`config.mk`:
```
export PLATFORM = sky130hd
export DESIGN_NAME = instruction_fetch
export DESIGN_NICKNAME = d
export VERILOG_FILES = /design/src/rtl/fetch_pkg.sv /design/src/rtl/fetch_fifo.sv /design/src/rtl/instruction_fetch.sv
export SDC_FILE = /design/constraint.sdc
export NUM_CORES = 1
export LEC_CHECK = 0
export CAP_MARGIN = 25
export CELL_PAD_IN_SITES_DETAIL_PLACEMENT = 1
export CELL_PAD_IN_SITES_GLOBAL_PLACEMENT = 2
export CORE_MARGIN = 4
export CORE_UTILIZATION = 31
export DETAILED_ROUTE_END_ITERATION = 8
export PLACE_DENSITY_LB_ADDON = 0.1
export SLEW_MARGIN = 20
export SYNTH_ARGS = -nofsm -noshare
export SYNTH_HDL_FRONTEND = slang
export SYNTH_SLANG_ARGS = --single-unit
```
`constraint.sdc`:
```
create_clock -name clk -period 3.15 [get_ports clk]
set_input_delay 0.315 -clock clk [delete_from_list [all_inputs] [get_ports clk]]
set_output_delay 0.315 -clock clk [all_outputs]
set_load 0.02 [all_outputs]
```
`src/rtl/fetch_pkg.sv`:
```
// Types and default widths shared by the instruction fetch sequencer and its buffer.
package fetch_pkg;

   localparam int ADDR_WIDTH_DEF = 16;
   localparam int DATA_WIDTH_DEF = 16;
   localparam int FIFO_DEPTH_DEF = 2;

   typedef struct packed {
      logic [DATA_WIDTH_DEF-1:0] instr;
      logic [ADDR_WIDTH_DEF-1:0] pc;
   } fetch_entry_t;

   // Width of an occupancy counter that must represent 0..depth inclusive.
   function automatic int count_bits(input int depth);
      return $clog2(depth + 1);
   endfunction

endpackage

```
`src/rtl/fetch_fifo.sv`:
```
// Small synchronous FIFO of fetched {instr, pc} entries; flush outranks push and pop.
module fetch_fifo
   import fetch_pkg::*;
#(
   parameter int  DEPTH   = FIFO_DEPTH_DEF,
   parameter type entry_t = fetch_entry_t,
   localparam int CW      = count_bits(DEPTH),
   localparam int PW      = (DEPTH > 1) ? $clog2(DEPTH) : 1
) (
   input  logic          clk,
   input  logic          rst_n,
   input  logic          push,
   input  logic          pop,
   input  logic          flush,
   input  entry_t        wr_data,
   output entry_t        head,
   output logic [CW-1:0] count
);

   entry_t          mem [DEPTH];
   logic   [PW-1:0] rd_ptr;
   logic   [PW-1:0] wr_ptr;
   logic            empty;
   logic            full;
   logic            do_push;
   logic            do_pop;

   function automatic logic [PW-1:0] ptr_inc(input logic [PW-1:0] p);
      return (p == PW'(DEPTH - 1)) ? '0 : p + 1'b1;
   endfunction

   assign empty   = (count == '0);
   assign full    = (count == CW'(DEPTH));
   assign do_push = push && (!full || pop);
   assign do_pop  = pop && !empty;
   assign head    = mem[rd_ptr];

   always_ff @(posedge clk or negedge rst_n) begin
      if (!rst_n) begin
         rd_ptr <= '0;
         wr_ptr <= '0;
         count  <= '0;
         for (int i = 0; i < DEPTH; i++) begin
            mem[i] <= '0;
         end
      end else if (flush) begin
         rd_ptr <= '0;
         wr_ptr <= '0;
         count  <= '0;
      end else begin
         if (do_push) begin
            mem[wr_ptr] <= wr_data;
            wr_ptr      <= ptr_inc(wr_ptr);
         end
         if (do_pop) begin
            rd_ptr <= ptr_inc(rd_ptr);
         end
         count <= count + CW'(do_push) - CW'(do_pop);
      end
   end

endmodule

```
`src/rtl/instruction_fetch.sv`:
```
// Fetch sequencer: owns the PC, issues ROM reads, tracks the in-flight read and
// buffers returned instructions for decode behind a credit check.
module instruction_fetch
   import fetch_pkg::*;
#(
   parameter int                    ADDR_WIDTH = ADDR_WIDTH_DEF,
   parameter int                    DATA_WIDTH = DATA_WIDTH_DEF,
   parameter logic [ADDR_WIDTH-1:0] RESET_PC   = '0,
   parameter int                    FIFO_DEPTH = FIFO_DEPTH_DEF
) (
   input  logic                  clk,
   input  logic                  rst_n,
   input  logic                  fetch_en,
   input  logic                  redirect_valid,
   input  logic [ADDR_WIDTH-1:0] redirect_pc,
   output logic                  mem_read_en,
   output logic [ADDR_WIDTH-1:0] mem_addr,
   input  logic [DATA_WIDTH-1:0] mem_instruct,
   output logic                  out_valid,
   input  logic                  out_ready,
   output logic [DATA_WIDTH-1:0] out_instruct,
   output logic [ADDR_WIDTH-1:0] out_pc
);

   localparam int CW = count_bits(FIFO_DEPTH);

   typedef struct packed {
      logic [DATA_WIDTH-1:0] instr;
      logic [ADDR_WIDTH-1:0] pc;
   } entry_t;

   logic [ADDR_WIDTH-1:0] pc;
   logic [ADDR_WIDTH-1:0] pending_pc;
   logic                  pending;
   logic [CW-1:0]         count;
   logic [CW:0]           in_use;
   logic                  pop;
   logic                  issue;
   entry_t                head;
   entry_t                capture;

   assign pop       = out_valid && out_ready;
   assign out_valid = (count != '0);

   // Slots committed after this cycle: buffered + in flight - leaving now.
   // A pop implies count >= 1, so this cannot underflow.
   assign in_use = {1'b0, count} + (CW+1)'(pending) - (CW+1)'(pop);

   // rst_n gates the strobe so no read is requested while reset is held.
   assign issue = rst_n && fetch_en && !redirect_valid &&
                  (in_use < (CW+1)'(FIFO_DEPTH));

   assign mem_read_en = issue;
   assign mem_addr    = pc;

   assign capture.instr = mem_instruct;
   assign capture.pc    = pending_pc;

   always_ff @(posedge clk or negedge rst_n) begin
      if (!rst_n) begin
         pc         <= RESET_PC;
         pending    <= 1'b0;
         pending_pc <= '0;
      end else if (redirect_valid) begin
         pc      <= redirect_pc;
         pending <= 1'b0;
      end else begin
         pending <= issue;
         if (issue) begin
            pending_pc <= pc;
            pc         <= pc + 1'b1;
         end
      end
   end

   fetch_fifo #(
      .DEPTH   (FIFO_DEPTH),
      .entry_t (entry_t)
   ) u_fifo (
      .clk     (clk),
      .rst_n   (rst_n),
      .push    (pending && !redirect_valid),
      .pop     (pop && !redirect_valid),
      .flush   (redirect_valid),
      .wr_data (capture),
      .head    (head),
      .count   (count)
   );

   assign out_instruct = head.instr;
   assign out_pc       = head.pc;

endmodule

```
=== Yosys cells after proc, flatten, opt, wreduce, memory -nomap -nowiden ===
Cells that the tools add are included.

* Add/sub/neg operators: 7
* Magnitude comparators: 4
* Equal/unequal tests: 1
* Muxes and demuxes: 16
* Bitwise logic cells: 3
* Reduce and logical (&&, ||, !) cells: 20

{| class="wikitable"
|+ Operator list
! kind !! number
|-
| $mux 32 || 4
|-
| $bwmux 64 || 1
|-
| $demux 32 s1 || 1
|-
| $mux 16 || 2
|-
| $add 16x1->16 const B || 1
|-
| $logic_and 1x1->1 || 9
|-
| $reduce_bool 2->1 || 4
|-
| $mux 1 || 7
|-
| $ge 2x2->1 const B || 2
|-
| $not 1->2 || 2
|-
| $reduce_and 2->1 || 2
|-
| $add 2x1->3 || 1
|-
| $logic_not 1->1 || 3
|-
| $lt 3x2->1 const B || 1
|-
| $sub 3x1->3 || 1
|-
| $add 1x1->1 const B || 2
|-
| $add 2x1->2 || 1
|-
| $eq 2x2->1 const B || 1
|-
| $logic_not 2->1 || 1
|-
| $lt 2x1->1 const B || 1
|-
| $mux 2 || 1
|-
| $sub 2x1->2 || 1
|-
| $logic_or 1x1->1 || 1
|-
| $not 1->1 || 1
|}

* Register bits: 101
* Bits of input ports: 37
* Word-level logic and storage cells: 61

=== Longest topological paths before layout ===
* Word-level depth: 8
* Gate-level depth with buffers: 14
* Gate-level depth less buffers: 11

=== Cells and area by module ===
A second synthesis with hierarchy kept.

* Cells, all modules: 379
* Area total of the unflattened synthesis: 4798.4 µm²

{| class="wikitable"
|+ Modules (own cells, without submodules)
! module !! times used !! cells an instance !! area an instance (µm²) !! seq. area each (µm²)
|-
| fetch_fifo || 1 || 194 || 3099.2 || 1701.6
|-
| instruction_fetch || 1 || 185 || 1699.1 || 825.8
|}

=== Least setup slack after synthesis ===
Ideal clock, no wire load.

* Kind: reg2out
* Start: register u_fifo.count[1]
* End: output port mem_read_en
* Arrival time: 2.808 ns
* Slack: 0.027 ns
* Cell stages (with the launch flop): 13
* Buffers on the path: 3
* Path through: dfrtp_1 or2_2 nand2_1 inv_1 ha_1 nand2b_1 fa_1 nand4b_4 or2_1 buf_6 inv_2 buf_6 buf_2

* Cells in the longest elaborated chain, start to end: 5

{| class="wikitable"
|+ Ends and longest elaborated chain
! item !! RTL line !! RTL
|-
| start, declared || fetch_fifo.sv:17 || <nowiki>output logic [CW-1:0] count</nowiki>
|-
| start signal, assigned || fetch_fifo.sv:58 || <nowiki>count <= count + CW'(do_push) - CW'(do_pop);</nowiki>
|-
| $reduce_bool 2->1 || instruction_fetch.sv:43 || <nowiki>assign out_valid = (count != '0);</nowiki>
|-
| named net out_valid || instruction_fetch.sv:19 || <nowiki>output logic out_valid,</nowiki>
|-
| $logic_and 1x1->1 || instruction_fetch.sv:42 || <nowiki>assign pop = out_valid && out_ready;</nowiki>
|-
| $sub 3x1->3 || instruction_fetch.sv:47 || <nowiki>assign in_use = {1'b0, count} + (CW+1)'(pending) - (CW+1)'(pop);</nowiki>
|-
| $lt 3x2->1 || instruction_fetch.sv:51 || <nowiki>(in_use < (CW+1)'(FIFO_DEPTH));</nowiki>
|-
| $logic_and 1x1->1 || instruction_fetch.sv:50 || <nowiki>assign issue = rst_n && fetch_en && !redirect_valid &&</nowiki>
|-
| end, declared || instruction_fetch.sv:16 || <nowiki>output logic mem_read_en,</nowiki>
|}

The timed path passes the listed nets, and every way through them passes these cells.

=== Worst setup path after layout ===
* Start: register u_fifo.count[0]
* End: output port mem_read_en

* Cells in the longest elaborated chain, start to end: 5

{| class="wikitable"
|+ Ends and longest elaborated chain
! item !! RTL line
|-
| parallel branches: the longest is 2 deep, another holds $add 2x1->3 || -
|-
| $sub 3x1->3 * || instruction_fetch.sv:47
|-
| $lt 3x2->1 * || instruction_fetch.sv:51
|-
| $logic_and 1x1->1 * || instruction_fetch.sv:50
|}

Every way passes the cells marked *.

==> metrics.cfg <==
[yosys]
syn_nets=421
yosysTopAreaCell=dfrtp_1
ys_seq_area_share_pct=54.1
ys_warn_count=0
synth_cell_types=45
syn_area_um2=4670
synth_seq_cells=101
async_flop_share_pct=100
synth.area.top_cells=dfrtp_1 (54%), mux2_2 (23%), nand2_1 (4.1%)
avgSynthCellArea_um2=12.3
synthCells=379
synth-edff-count=0
synth_top_area_share_pct=54.1
ys.flop_type=dfrtp_1

[power_and_ir_drop]
p_seq_share_pct=42.1
p_clk_share_pct=24.9
intPower_mw=2.99
powerDensity_nw_per_um2=727
p_comb_share_pct=33.0
netSwitchingPower_mw=1.42
power_mw=4.41
sw_frac_of_total_pct=32.3
p_leak_nw=2.74
ir_drop_uv=281

[job]
drv_cap=0

[place]
gp_congestion=0.744
dp_hpwl_um=8180
dpl_cell_area_um2=5750
dp_slack_ns=-0.0396
port_buffers=86

[clock_tree]
root_buffer=clkbuf_16
cts.sinks=101
cts_tree=built
cts_setup_buffers=0
cts_buffers=9
htree_levels=3
clk_latency_ns=0.35
clk_pin_slew_ns=0.07
cts_buffer_depth=2

[timing]
final_hold_viol_count=0
maxSlewViolCount=0
finalSetupViolCount=0
rsz0062_at_grt=false
finalClockSkew_ns=0.00885
relSlewSlack_pct=51.5
hold_ws_ns=0.160
fin_crit_sh_pct=94.7
worst_slack_ns=0.166
period_needed_ns=2.98
fmax_mhz=335
tightest_slew_ns=0.728

[final_layout]
insertedDiodeCount=0
final_common_cell=dfrtp_1
layout_common_cells=dfrtp_1 (101), mux2_2 (96), clkdlybuf4s50_1 (84), nand2_1 (50), buf_4 (13)
fin_nets=510
drive_gt1_share_pct=29.0
nFillCells=1567
syn_to_final_growth_pct=29.9
fin_util_pct=41.4
design_area_um2=6060

[worst_setup_path]
r2r-end=mem_addr[13]
ff2ff_path_depth=11
reg2reg_from=u_fifo.count[0]
crit_path_top_delay_cell=fa_1
worstPathRequired_ns=2.83
worst-setup-path-type=flip-flop to primary output
critPathMaxFanout=2
reg2reg_slack_ns=0.18
cp-end-kind=primary output
cp_top_family=simple AND/OR/NAND/NOR gates
cp_common_cell=or2_4
worstPathCellList=or2_4, nand2_2, inv_1, ha_1, nand2b_4, fa_1, nand4b_4, or2_4, inv_2, buf_4
crit_buf_inv=3
start_kind=flip-flop
crit_arrival_ns=2.67
critPathMaxStageDelay_ns=0.58

[route]
drt_wl_total_um=11900
vias=3224
detail-route-antenna-nets=0
wl_per_cell_um=18.2
vias_per_cell=4.91
drtIter0Drc=69
first_pass_iters=4
drt_drc_violations_left=0

[global_routing]
grt.total_usage_pct=15.0
antenna_found_initial=0
grt_max_degree=57
gr-total-overflow=0
grt_pass1_vias=3744
grt_pass1_wl_um=19800

[floorplan]
fp.dieW_um=131
io_pins=87
die_h_um=131
start_util_pct=31.9
rows=44
coreArea_um2=14600
die-area_um2=17100

[min_path]
hold_path.class=input pin to async pin

[outcome]
status=complete, no violations

[metal layers]
| layer | global-route usage, % | wire length [um] | up-vias |
|---|---|---|---|
| met1 | 20.5 | 5780 | 1636 |
| met3 | 3.58 | 446 | 7 |
| met4 | 3.33 | 101 | 0 |
| met2 | 24.3 | 5610 | 67 |
| li1 | - | - | 1514 |
| met5 | 0 | 0 | - |
[final cells by class]
| type | count | area, um2 | share of cell area (%) |
|---|---|---|---|
| clock buffer | 9 | 225 | 3.71 |
| clock inverter | 7 | 67.6 | 1.11 |
| inverter | 11 | 41.3 | 0.681 |
| multi-input combinational | 245 | 1990 | 32.8 |
| sequential | 101 | 2530 | 41.7 |
| tap | 184 | 230 | 3.80 |
| timing repair buffer | 100 | 981 | 16.2 |
[power by group through the flow]
stage	clock network, mW	logic [mW]	registers [mW]
6_report	1.10	1.46	1.86
5_1_grt	1.19	1.59	1.91
4_1_cts	1.15	1.48	1.86
3_5_place_dp	0	1.47	1.89
3_3_place_gp	0	1.44	1.85
2_1_floorplan	0	0.830	1.83
[worst max-delay path by stage]
stage / slack [ns] / depth (start not counted) / startpoint / endpoint
global placement: -0.03 / 10 / out_ready / mem_read_en
global route: 0.05 / 10 / u_fifo.count[0] / mem_read_en
finish: 0.17 / 10 / u_fifo.count[0] / mem_read_en
detailed placement: -0.04 / 10 / out_ready / mem_read_en
CTS: 0.01 / 10 / u_fifo.count[0] / mem_read_en
floorplan: 0.03 / 12 / u_fifo.count[1] / mem_read_en
[sequential cells by signal, indices dropped and copies added, names as in the netlist]
signal / count
u_fifo.mem: 64
mem_addr: 16
pending_pc: 16
u_fifo.count: 2
pending: 1
u_fifo.rd_ptr: 1
u_fifo.wr_ptr: 1
[per-stage QoR]
stage	cells	setup TNS [ns]
6_report	657	0
5_1_grt	657	0
4_1_cts	657	0
3_5_place_dp	641	-0.0396
3_3_place_gp	641	-0.0294
2_1_floorplan	379	0
[cell families after synthesis]
kind of cell	synth area share [%]
simple gates	10.2
xor+xnor	1.10
buf+inv	3.67
mux	23.4
compound gates	5.98
fa+ha+maj	1.50
flops	54.1
[synth_stat cells (2+ instances only)]
library cell,count
dfrtp_1,101
nor3_1,6
xor2_1,2
nor2_1,6
nand4_1,6
a221o_1,2
o211ai_1,5
a32oi_1,2
inv_1,10
nand2_1,51
a21oi_1,5
clkbuf_1,10
xnor2_1,2
buf_2,5
o21ai_0,12
nor2b_1,2
ha_1,4
and4_1,3
a21o_1,4
buf_6,4
nand2b_1,4
mux2_2,96
a22oi_1,5
buf_4,3
nand3_1,9
[worst reg2reg max path, delay by kind of cell, from the launching register on]
| family | cells | cell delay, ns |
|---|---|---|
| buf+inv | 2 | 0.22 |
| simple gates | 7 | 1.47 |
| flops | 1 | 0.38 |
| fa+ha+maj | 2 | 0.84 |
[repair_timing]
item,4_1_cts,5_1_grt
resized for setup,4,7
hold buffers,0,0
endpoints found under the setup margin,1,5
pin swaps,0,1
Power figures use the tool's default switching activity.
